--- src/rtl/hazard_scoreboard.sv ---
// -----------------------------------------------------------------------------
// hazard_scoreboard
//   Pipeline hazard unit for the 5-stage RV32 core. It provides:
//   - EX operand forwarding from MEM/WB, with MEM taking priority
//   - the load-use stall
//   - the jump flush
//   - a per-register pending scoreboard for the out-of-order MDU
//   - an MDU outstanding-op limit
//   - saturating stall counters split by cause
//
// Ports
//   clk, rst_n                       core clock, synchronous active-low reset
//   rs1_id_i, rs2_id_i, rd_id_i      ID source/destination registers
//   use_rs1_id_i, use_rs2_id_i       ID instruction actually reads rs1/rs2
//   reg_write_c_id_i, is_mdu_id_i    ID writes rd / ID is an MDU op
//   rs1_ex_i, rs2_ex_i, rd_ex_i      EX registers
//   jump_c_ex_i                      taken jump/branch resolved in EX
//   wb_data_sel_c_ex_i               bit0 = EX instruction is a load
//   is_mdu_ex_i                      EX instruction issues to the MDU
//   rd_mem_i, reg_write_c_mem_i      MEM destination / write enable
//   rd_wb_i, reg_write_c_wb_i        WB destination / write enable
//   mdu_wb_valid_i, mdu_wb_rd_i      MDU regfile writeback
//   stall_c_if_o, stall_c_if2id_o    hold PC / IF2ID
//   flush_c_if2id_o, flush_c_id2ex_o bubble IF2ID / ID2EX
//   alu_rs{1,2}_data_sel_c_ex_o      EX operand source select
//                                    (0 id2ex_buf, 1 mem_forward, 2 wb_forward)
//   load_stall_cnt_o, mdu_stall_cnt_o  stall cycles by cause
// -----------------------------------------------------------------------------
module hazard_scoreboard #(
  parameter int NREGS   = 32,
  parameter int MDU_OUT = 4,
  parameter int PERF_W  = 32,
  localparam int AW     = $clog2(NREGS)
) (
  input  logic              clk,
  input  logic              rst_n,
  input  logic [AW-1:0]     rs1_id_i,
  input  logic [AW-1:0]     rs2_id_i,
  input  logic              use_rs1_id_i,
  input  logic              use_rs2_id_i,
  input  logic [AW-1:0]     rd_id_i,
  input  logic              reg_write_c_id_i,
  input  logic              is_mdu_id_i,
  input  logic [AW-1:0]     rs1_ex_i,
  input  logic [AW-1:0]     rs2_ex_i,
  input  logic [AW-1:0]     rd_ex_i,
  input  logic              jump_c_ex_i,
  input  logic [1:0]        wb_data_sel_c_ex_i,
  input  logic              is_mdu_ex_i,
  input  logic [AW-1:0]     rd_mem_i,
  input  logic              reg_write_c_mem_i,
  input  logic [AW-1:0]     rd_wb_i,
  input  logic              reg_write_c_wb_i,
  input  logic              mdu_wb_valid_i,
  input  logic [AW-1:0]     mdu_wb_rd_i,
  output logic              stall_c_if_o,
  output logic              stall_c_if2id_o,
  output logic              flush_c_if2id_o,
  output logic              flush_c_id2ex_o,
  output logic [1:0]        alu_rs1_data_sel_c_ex_o,
  output logic [1:0]        alu_rs2_data_sel_c_ex_o,
  output logic [PERF_W-1:0] load_stall_cnt_o,
  output logic [PERF_W-1:0] mdu_stall_cnt_o
);

  localparam int CNT_W = $clog2(MDU_OUT + 1);

  localparam logic [1:0] SEL_ID2EX = 2'd0;
  localparam logic [1:0] SEL_MEM   = 2'd1;
  localparam logic [1:0] SEL_WB    = 2'd2;

  logic [NREGS-1:0]  pending_q, pending_d;
  logic [CNT_W-1:0]  out_cnt_q, out_cnt_d;
  logic [PERF_W-1:0] load_cnt_q, load_cnt_d;
  logic [PERF_W-1:0] mdu_cnt_q, mdu_cnt_d;

  logic load_stall, sb_stall, cap_stall, stall;

  function automatic logic [1:0] fwd_sel(input logic [AW-1:0] rs);
    if (rs != '0 && reg_write_c_mem_i && rs == rd_mem_i)     return SEL_MEM;
    else if (rs != '0 && reg_write_c_wb_i && rs == rd_wb_i)  return SEL_WB;
    else                                                     return SEL_ID2EX;
  endfunction

  function automatic logic hit(input logic [AW-1:0] r, input logic use_r,
                               input logic [AW-1:0] target);
    return (r != '0) && use_r && (r == target);
  endfunction

  // ---------------------------------------------------------------- hazards
  always_comb begin
    // NOTE: every always_comb output gets a default first, so no path leaves
    // a signal unassigned and no latch is inferred.
    load_stall = 1'b0;
    sb_stall   = 1'b0;
    cap_stall  = 1'b0;

    load_stall = wb_data_sel_c_ex_i[0] && (rd_ex_i != '0) &&
                 (hit(rs1_id_i, use_rs1_id_i, rd_ex_i) ||
                  hit(rs2_id_i, use_rs2_id_i, rd_ex_i));

    // pending[0] is held at 0, so x0 never matches here.
    sb_stall = (pending_q[rs1_id_i] && use_rs1_id_i) ||
               (pending_q[rs2_id_i] && use_rs2_id_i) ||
               (pending_q[rd_id_i]  && reg_write_c_id_i) ||
               // An MDU op issuing this cycle is not yet in pending_q.
               (is_mdu_ex_i && (rd_ex_i != '0) &&
                (hit(rs1_id_i, use_rs1_id_i, rd_ex_i) ||
                 hit(rs2_id_i, use_rs2_id_i, rd_ex_i) ||
                 hit(rd_id_i, reg_write_c_id_i, rd_ex_i)));

    cap_stall = is_mdu_id_i &&
                (((CNT_W+1)'(out_cnt_q) + (CNT_W+1)'(is_mdu_ex_i)) >= (CNT_W+1)'(MDU_OUT));

    // A taken jump kills the ID instruction, so it never needs to wait.
    stall = (load_stall || sb_stall || cap_stall) && !jump_c_ex_i;
  end

  assign stall_c_if_o            = stall;
  assign stall_c_if2id_o         = stall;
  assign flush_c_if2id_o         = jump_c_ex_i;
  assign flush_c_id2ex_o         = jump_c_ex_i | stall;
  assign alu_rs1_data_sel_c_ex_o = fwd_sel(rs1_ex_i);
  assign alu_rs2_data_sel_c_ex_o = fwd_sel(rs2_ex_i);
  assign load_stall_cnt_o        = load_cnt_q;
  assign mdu_stall_cnt_o         = mdu_cnt_q;

  // ------------------------------------------------------------ next state
  always_comb begin
    pending_d  = pending_q;
    out_cnt_d  = out_cnt_q;
    load_cnt_d = load_cnt_q;
    mdu_cnt_d  = mdu_cnt_q;

    // Clear first so that a same-cycle issue to the same register wins.
    if (mdu_wb_valid_i)                 pending_d[mdu_wb_rd_i] = 1'b0;
    if (is_mdu_ex_i && rd_ex_i != '0)   pending_d[rd_ex_i]     = 1'b1;
    pending_d[0] = 1'b0;

    // Issue and writeback in the same cycle cancel out. Decrement at 0 is a
    // protocol error and is absorbed.
    if (is_mdu_ex_i && !mdu_wb_valid_i) begin
      if (out_cnt_q < CNT_W'(MDU_OUT)) out_cnt_d = out_cnt_q + CNT_W'(1);
    end else if (!is_mdu_ex_i && mdu_wb_valid_i) begin
      if (out_cnt_q != '0) out_cnt_d = out_cnt_q - CNT_W'(1);
    end

    if (stall && load_stall && !(&load_cnt_q))
      load_cnt_d = load_cnt_q + PERF_W'(1);
    if (stall && (sb_stall || cap_stall) && !load_stall && !(&mdu_cnt_q))
      mdu_cnt_d = mdu_cnt_q + PERF_W'(1);
  end

  // NOTE: state uses non-blocking assignments and a synchronous reset; the
  // reset branch overrides everything, so MDU writebacks during reset are lost.
  always_ff @(posedge clk) begin
    if (!rst_n) begin
      pending_q  <= '0;
      out_cnt_q  <= '0;
      load_cnt_q <= '0;
      mdu_cnt_q  <= '0;
    end else begin
      pending_q  <= pending_d;
      out_cnt_q  <= out_cnt_d;
      load_cnt_q <= load_cnt_d;
      mdu_cnt_q  <= mdu_cnt_d;
    end
  end

endmodule

--- config.mk ---
export PLATFORM = sky130hd
export DESIGN_NAME = hazard_scoreboard
export DESIGN_NICKNAME = d
export VERILOG_FILES = /design/src/rtl/hazard_scoreboard.sv
export SDC_FILE = /design/constraint.sdc
export NUM_CORES = 1
export LEC_CHECK = 0
export BUFFER_PORTS_ARGS = -buffer_cell sky130_fd_sc_hd__buf_2
export CAP_MARGIN = 20
export CORE_ASPECT_RATIO = 2
export CORE_MARGIN = 4
export CORE_UTILIZATION = 60
export CTS_CLUSTER_DIAMETER = 100
export CTS_CLUSTER_SIZE = 20
export DETAILED_ROUTE_END_ITERATION = 8
export GPL_ROUTABILITY_DRIVEN = 0
export HOLD_SLACK_MARGIN = 0.08
export PLACE_DENSITY = 0.91
export SLEW_MARGIN = 30
export SYNTH_ARGS = -nofsm -noshare
export SYNTH_HDL_FRONTEND = slang
export SYNTH_SLANG_ARGS = --single-unit
--- constraint.sdc ---
create_clock -name clk -period 6.75 [get_ports clk]
set_clock_uncertainty 0.2 [all_clocks]
set_input_delay 0.3375 -clock clk [delete_from_list [all_inputs] [get_ports clk]]
set_output_delay 0.3375 -clock clk [all_outputs]
set_load 0.01 [all_outputs]
-- After elaboration in Yosys (flattened, before gate mapping)
Cells that the tools add are included.
Widths: inputs -> output; s select.
- equal/unequal tests: 8
- $lt $le $gt $ge: 9
- $add $sub $neg: 5
- mux-type cells: 20
- reduce and logical (&&, ||, !) cells: 58
- bitwise gates (word level): 4
- operators with widths (cell ; count):
    $add 32x1->32 const B ; 2
    $mux 32 ; 2
    $reduce_and 32->1 ; 2
    $eq 5x5->1 ; 7
    $and 32x32->32 ; 1
    $logic_and 1x1->1 ; 32
    $not 32->32 ; 1
    $or 32x32->32 ; 1
    $lt 5x6->1 const B ; 5
    $reduce_bool 5->1 ; 6
    $bmux 1 s5 ; 3
    $mux 3 ; 4
    $demux 1 s5 ; 2
    $ge 5x1->1 const B ; 2
    $logic_or 1x1->1 ; 8
    $mux 2 ; 4
    $logic_not 1->1 ; 6
    $mux 1 ; 5
    $add 3x1->4 ; 1
    $ge 4x3->1 const B ; 1
    $reduce_bool 2->1 ; 2
    $add 3x1->3 const B ; 1
    $lt 3x3->1 const B ; 1
    $reduce_and 3->1 ; 1
    4 further kinds ; 4
- logic and storage cells: 109
- output and inout port bits: 72
- bits of input ports: 58
- register bits after elaboration: 99

-- Logic depth before layout (Yosys ltp)
Gate-level depths: netlist (run 1).
- word-level depth: 13
- depth in mapped cells: 10
- depth with buffers taken out: 8

-- Least setup slack after synthesis (run 1)
Ideal clock, no wire load.
- path type: input port to output port
- from: input port rs1_id_i[0]
- to: output port stall_c_if_o
- cell stages on the path: 10
- buffers on the path: 3
- required time: 6.213 ns
- path slack: 3.929 ns
- arrival time: 2.283 ns
- cell sequence: buf_2 -> mux4_2 -> mux2_2 -> a21o_1 -> nand3_1 -> nand4_1 -> nor2_2 -> buf_2 -> a21oi_1 -> buf_4
- cells in the longest elaborated chain, start to end: 10
- elaborated cells on any way between the ends: 17
- those cells by class: eq/ne (1); mux (2); reduce/logical (14)
- ends and longest elaborated chain (item ; line ; text):
    start, declared ; 37 ; input logic [AW-1:0] rs1_id_i,
    branches (longest 7 deep; another with $bmux 1 s5) ; n/a ;
    $logic_or 1x1->1 * (2 in a row) ; 116 ; stall = (load_stall || sb_stall || cap_stall) && !jump_c_ex_i;
    $logic_and 1x1->1 * ; 116 ;
    end, declared ; 56 ; output logic stall_c_if_o,
Every way passes the cells marked *. The select of a mux whose other input is x is not followed.

-- Final worst setup path (run 1)
- from: input port rd_id_i[0]
- to: output port stall_c_if_o
- cells in the longest elaborated chain, start to end: 9
- elaborated cells on any way between the ends: 14
- those cells by class: eq/ne (1); mux (2); reduce/logical (11)
- ends and longest elaborated chain (item ; line ; text):
    start, declared ; 41 ; input logic [AW-1:0] rd_id_i,
    branches (longest 5 deep; another with $bmux 1 s5) ; n/a ;
    $logic_or 1x1->1 * ; 105 ; (pending_q[rd_id_i] && reg_write_c_id_i) ||
    $logic_or 1x1->1 * (2 in a row) ; 116 ;
    $logic_and 1x1->1 * ; 116 ;
Marked as above.

==> results of run 1 <==
-- logic make-up after synthesis --
| family | Yosys count | share of synthesized area [%] |
|---|---|---|
| simple gates | 343 | 29.2 |
| buf+inv | 64 | 4.57 |
| fa+ha+maj | 4 | 0.938 |
| compound gates | 121 | 11.2 |
| flops | 98 | 32.0 |
| mux | 59 | 13.9 |
| xor+xnor | 58 | 8.28 |
-- power by group through the flow --
stage	Combinational [mW]	Clock (mW)	Sequential [mW]
floorplan	0.116	0	0.606
global placement	0.164	0	0.608
detailed placement	0.167	0	0.609
CTS	0.168	0.562	0.595
global route	0.186	0.586	0.596
finish	0.171	0.550	0.596
-- flip-flops by register name, summed over array words and instances (netlist names) --
| signal | cells |
|---|---|
| load_stall_cnt_o | 32 |
| mdu_stall_cnt_o | 32 |
| pending_q | 31 |
| out_cnt_q | 3 |
-- path summary, 6_finish.rpt --
check                                    start                                end  slack, ns
min                                 rd_ex_i[0]           pending_q[16]$_SDFF_PN0_       0.26
min reg2reg    mdu_stall_cnt_o[6]$_SDFFE_PN0P_    mdu_stall_cnt_o[6]$_SDFFE_PN0P_       0.27
max                                 rd_id_i[0]                       stall_c_if_o       3.35
max reg2reg  load_stall_cnt_o[13]$_SDFFE_PN0P_  load_stall_cnt_o[21]$_SDFFE_PN0P_       3.83
-- worst register-to-register path, cell delays in order, from the launching register on --
cell	delay, ns
dfxtp_1	0.44
and4_1	0.30
and4_1	0.27
nand4_1	0.28
nor2_1	0.24
a21o_1	0.63
nor4_1	0.15
xnor2_1	0.21
nor2_1	0.07
-- cell usage after synthesis, types with 2 or more instances --
library cell,n,share of area [%]
a2111oi_0,2,0.29
a21o_1,2,0.24
a21oi_1,52,4.2
a22oi_1,2,0.24
a31oi_1,2,0.20
and2_1,6,0.61
and3_1,8,0.82
and4_1,7,1.0
buf_1,2,0.12
buf_2,16,1.3
buf_4,5,0.61
clkbuf_1,21,1.3
dfxtp_1,98,32
ha_1,3,0.61
inv_1,18,1.1
mux2_2,5,0.92
mux2i_1,34,5.5
mux4_2,19,7.0
nand2_1,106,6.5
nand2b_1,26,2.7
nand3_1,25,2.0
nand3b_1,7,0.86
nand4_1,14,1.4
nor2_1,50,3.1
nor2_2,2,0.20
nor2b_1,3,0.31
nor3_1,17,1.4
nor3_2,4,0.65
nor3b_1,5,0.61
nor4_1,29,3.0
o211ai_1,2,0.24
o21ai_0,44,3.6
o31ai_1,2,0.24
o41ai_1,2,0.29
or3_1,17,1.7
or3b_2,2,0.29
or4_1,7,0.86
xnor2_1,47,6.7
xor2_1,11,1.6
-- layer usage --
layer	track usage [%]	vias to the layer above	part of all wire, %
met1	27.6	2835	33
met4	20.0	0	6.2
met5	0	-	0
met3	5.00	85	6.1
li1	-	2875	-
met2	53.1	293	55
-- through the flow --
step	setup slack, ns	hold slack, ns	cells	util, %
final	3.35	0.263	984	70.2
after floorplan	3.93	0.269	747	-
after detailed placement	3.53	0.267	968	67.0
after global routing	3.27	0.260	984	70.2
after CTS	3.52	0.248	984	70.2
after global placement	3.56	0.267	968	67.0
-- layout make-up --
class                      count  area [um2]
inverter                      19        71.3
clock buffer                  11         243
timing repair buffer         131         663
tap                          135         169
fill                         821        3010
clock inverter                 5        77.6
sequential                    98        1960
multi-input combinational    585        3890
==> impl_metrics.tcl, run 1 <==
set metrics [dict create \
    status "finished clean" \
    avgSynthCellArea_um2 8.21 \
    htreeDepth 3 \
    cp_slowest_stage_delay_ns 0.54 \
    rsz0062_at_grt "false" \
    drtAntennaViolNets 0 \
    slew_headroom_pct 40.6 \
    cp_max_fo 34 \
    ys_seq_area_share_pct 32.0 \
    port_buffers 128 \
    startpoint_type "input pin" \
    critPathCaptureType "output port" \
    synth-edff-count 0 \
    switchingPower_mw 0.334 \
    clockBufferDepth 2 \
    p_clk_share_pct 41.8 \
    path_cells "buf_2 -> mux4_2 -> mux2i_1 -> nor2_1 -> o311a_1 -> nor2_2 -> buf_4 -> a21oi_1 -> buf_2" \
    die_h_um 151 \
    power_frac_seq_pct 45.2 \
    ir_drop_uv 132 \
    avgViaCountPerCell 6.19 \
    layout_common_cells "128 x buf_2, 106 x nand2_1, 98 x dfxtp_1, 52 x a21oi_1, 50 x nor2_1" \
    cts_resized 0 \
    insertion_delay_ns 0.34 \
    row_count 52 \
    min_path_type "input pin to flip-flop" \
    yosys_warnings 0 \
    die-area_um2 12000 \
    drive_above_1_share_pct 21.9 \
    setup_viol 0 \
    design_area_um2 7080 \
    cts.sinks 98 \
    clkTransAtPathRegs_ns 0.06 \
    fin_nets 906 \
    synth_area_um2 6130 \
    hold_buffers 0 \
    final_common_cell "buf_2" \
    place_area_um2 6760 \
    synth-seq-cells 98 \
    grt_overflow 0 \
    fin_total_pwr_mw 1.32 \
    cts_tree "done" \
    cts-root-buf "clkbuf_16" \
    grt_pass1_vias 5675 \
    core_um2 10100 \
    worst-setup-path-type "input pin to output port" \
    fin_tns_setup_ns 0 \
    synthesis.nets 809 \
    cp.depth 9 \
    tightestPinTransition_ns 0.892 \
    combPwrFrac_pct 13.0 \
    whs_path_depth 4 \
    grt_pass1_wl_um 26800 \
    crit_slowest_cell "mux4_2" \
    wl_per_cell_um 17.6 \
    worst-endpoint-required_ns 6.21 \
    diodes 0 \
    power_density_nw_per_um2 186 \
    antenna_found_initial 0 \
    p_leak_nw 2.61 \
    cpMostUsedCell "buf_2" \
    drc_errors 0 \
    reg2regPathDepth 8 \
    post_cts_buffers 0 \
    max_freq_mhz 294 \
    drt_first_iter_violations 396 \
    start_util_pct 60.8 \
    first_pass_iters 5 \
    ios 130 \
    async_flop_share_pct 0 \
    internal_power_mw 0.984 \
    syn_to_final_growth_pct 15.4 \
    wl_um 17300 \
    dr_total_vias 6088 \
    ys.flop_type "dfxtp_1" \
    hold_viol_final 0 \
    slew_viol_final 0 \
    maxCapViolCount 0 \
    synth.distinct_cells 62 \
    swShare_pct 25.3 \
    die_x_um 79.5 \
    dp_hpwl_um 12800 \
    synth_cells 747 \
    finalCriticalPeriod_ns 3.40 \
    cts_made_buffers 9 \
    cp_num_buf_inv 3 \
    period_share_pct 50.4 \
    grt_max_degree 72 \
    grt_use_total_pct 28.6 \
    critPathTopFamily "multiplexers" \
    cp_data_arrival_time_ns 2.87 \
]
Power figures use the tool's default switching activity.
==> inputs of run 2 (changes only) <==
CORE_UTILIZATION = 50   (was 60)
PLACE_DENSITY = 0.81   (was 0.91)
clock period = 2.7 ns   (was 6.75 ns; I/O delays follow)
==> run 2 against run 1 <==
Cell count rose by 5.7%. Combinational power increased to 3.0 times the previous value. Flip-flop and latch count did not move. Die area up 18%. Worst hold slack worse by 0.16 ns. Sequential power increased to 2.5 times the previous value. Clock power increased by 130%.
==> impl_metrics.tcl, run 2 (synthesis gave the netlist of run 1 again) <==
set metrics [dict create \
    status "finished clean" \
    port_buffers 128 \
    crit_end "flush_c_id2ex_o" \
    path_cells "mux4_2 -> mux2_4 -> a21o_1 -> nand3_1 -> nand4_1 -> nor2_4 -> buf_12 -> nand2_1 -> buf_2" \
    swShare_pct 28.1 \
    cp_slowest_stage_delay_ns 0.45 \
    p_leak_nw 2.86 \
    cp.depth 9 \
    drc_errors 0 \
    fin_nets 950 \
    row_count 57 \
    power_frac_seq_pct 45.9 \
    worst_hold_slack_ns 0.107 \
    power_density_nw_per_um2 431 \
    drt_first_iter_violations 320 \
    cts-root-buf "clkbuf_16" \
    slew_viol_final 0 \
    dp_hpwl_um 13900 \
    core_um2 12100 \
    clkTransAtPathRegs_ns 0.08 \
    die-area_um2 14200 \
    grt_max_degree 72 \
    cp_data_arrival_time_ns 2.31 \
    grt_pass1_vias 6052 \
    worst-setup-path-type "flip-flop to output port" \
    rrSetupSlack_ns 0.08 \
    dr_total_vias 6195 \
    die_x_um 86.3 \
    final_common_cell "buf_2" \
    grt_use_total_pct 25.4 \
    rsz0062_at_grt "true" \
    crit_slowest_cell "mux4_2" \
    first_pass_iters 8 \
    fin_total_pwr_mw 3.25 \
    r2r_end "mdu_stall_cnt_o[4]$_SDFFE_PN0P_" \
    combPwrFrac_pct 15.8 \
    worstSetupStartpoint "pending_q[16]$_SDFF_PN0_" \
    drive_above_1_share_pct 27.2 \
    wl_per_cell_um 17.4 \
    syn_to_final_growth_pct 22.7 \
    drtAntennaViolNets 0 \
    cp_num_buf_inv 2 \
    cts.sinks 98 \
    min_path_type "input pin to flip-flop" \
    startpoint_type "flip-flop" \
    diodes 0 \
    critPathCaptureType "output port" \
    grt_overflow 0 \
    worst-endpoint-required_ns 2.37 \
    switchingPower_mw 0.911 \
    cp_max_fo 4 \
    die_h_um 165 \
    ios 130 \
    start_util_pct 50.9 \
    tightestPinTransition_ns 0.725 \
    max_freq_mhz 378 \
    r2r-start "pending_q[7]$_SDFF_PN0_" \
    internal_power_mw 2.33 \
    period_share_pct 98.1 \
    finalCriticalPeriod_ns 2.65 \
    p_clk_share_pct 38.3 \
    cts_made_buffers 9 \
    slew_headroom_pct 51.5 \
    critPathTopFamily "multiplexers" \
    wl_um 18100 \
    reg2regPathDepth 10 \
    clockBufferDepth 2 \
    antenna_found_initial 1 \
    ir_drop_uv 360 \
    grt_pass1_wl_um 28600 \
    htreeDepth 3 \
    maxCapViolCount 0 \
    layout_common_cells "128 x buf_2, 106 x nand2_1, 88 x dfxtp_1, 51 x a21oi_1, 49 x nor2_1" \
    hold_viol_final 0 \
    avgViaCountPerCell 5.96 \
    insertion_delay_ns 0.35 \
    setup_viol 0 \
    cts_tree "done" \
]
-- run 2: cell count changes in the layout (fill, tap and decap cells not counted), sizes merged --
cell,change
clkbuf,-2
clkinv,+1
dlygate4sd3,+4
buf,+39
inv,+4
bufbuf,+1
clkinvlp,-1
bufinv,-2
-- run 2: how the worst min path moves through the flow --
stage / end / slack, ns / cells after the start / start
floorplan: stall_c_if2id_o / 0.12 / 1 / jump_c_ex_i
global placement: mdu_stall_cnt_o[6]$_SDFFE_PN0P_ / 0.26 / 2 / mdu_stall_cnt_o[6]$_SDFFE_PN0P_
detailed placement: mdu_stall_cnt_o[6]$_SDFFE_PN0P_ / 0.27 / 2 / mdu_stall_cnt_o[6]$_SDFFE_PN0P_
CTS: pending_q[5]$_SDFF_PN0_ / 0.08 / 4 / mdu_wb_rd_i[2]
global route: pending_q[5]$_SDFF_PN0_ / 0.13 / 4 / rd_ex_i[2]
finish: pending_q[5]$_SDFF_PN0_ / 0.11 / 4 / mdu_wb_rd_i[2]
-- run 2: metrics by stage --
step | TNS, ns | setup slack [ns] | instance area (um2) | utilization (%) | std cells
global route | -0.230 | -0.0858 | 7530 | 62.5 | 1040
global placement | 0 | 0.0773 | 7090 | 58.8 | 1015
CTS | -0.0219 | -0.0117 | 7490 | 62.1 | 1040
finish | 0 | 0.0523 | 7530 | 62.5 | 1040
floorplan | 0 | 0.194 | 6130 | - | 747
detailed placement | 0 | 0.00858 | 7090 | 58.8 | 1015
-- run 2: layout make-up --
| cell class | count | area (um2) |
|---|---|---|
| Clock buffer | 9 | 225 |
| Inverter | 19 | 71.3 |
| Timing Repair Buffer | 175 | 1080 |
| Clock inverter | 7 | 56.3 |
| Fill cell | 1061 | 4520 |
| Tap cell | 147 | 184 |
| Multi-Input combinational cell | 585 | 3940 |
| Sequential cell | 98 | 1970 |
-- run 2: power by group through the flow --
stage | sequential [mW] | combinational, mW | clock (mW)
2_1_floorplan | 1.52 | 0.289 | 0
3_5_place_dp | 1.52 | 0.452 | 0
6_report | 1.49 | 0.514 | 1.24
5_1_grt | 1.49 | 0.557 | 1.34
3_3_place_gp | 1.52 | 0.443 | 0
4_1_cts | 1.49 | 0.507 | 1.27
-- run 2: metal layers --
metal  share of wire [%]  vias to the layer above  global-route usage, %
li1                    -                     2955                      -
met1                  34                     2889                   24.6
met2                  54                      264                   47.1
met3                 6.2                       85                   5.74
met4                 6.5                        2                   15.5
met5               0.039                        -                      0
-- run 2: tightest hold or removal path, stage by stage --
cell and delay (ns):
buf_2 0.15, nand2_1 0.12, o21ai_0 0.09, a21oi_1 0.13
-- run 2: repair_timing --
action                     4_1_cts  5_1_grt
pin swaps                        1        5
hold endpoints to repair         8        0
hold buffers                     4        0
cloned                           1        0
setup endpoints to repair        3       23
buffers inserted                 4        0
resized for setup                3       17
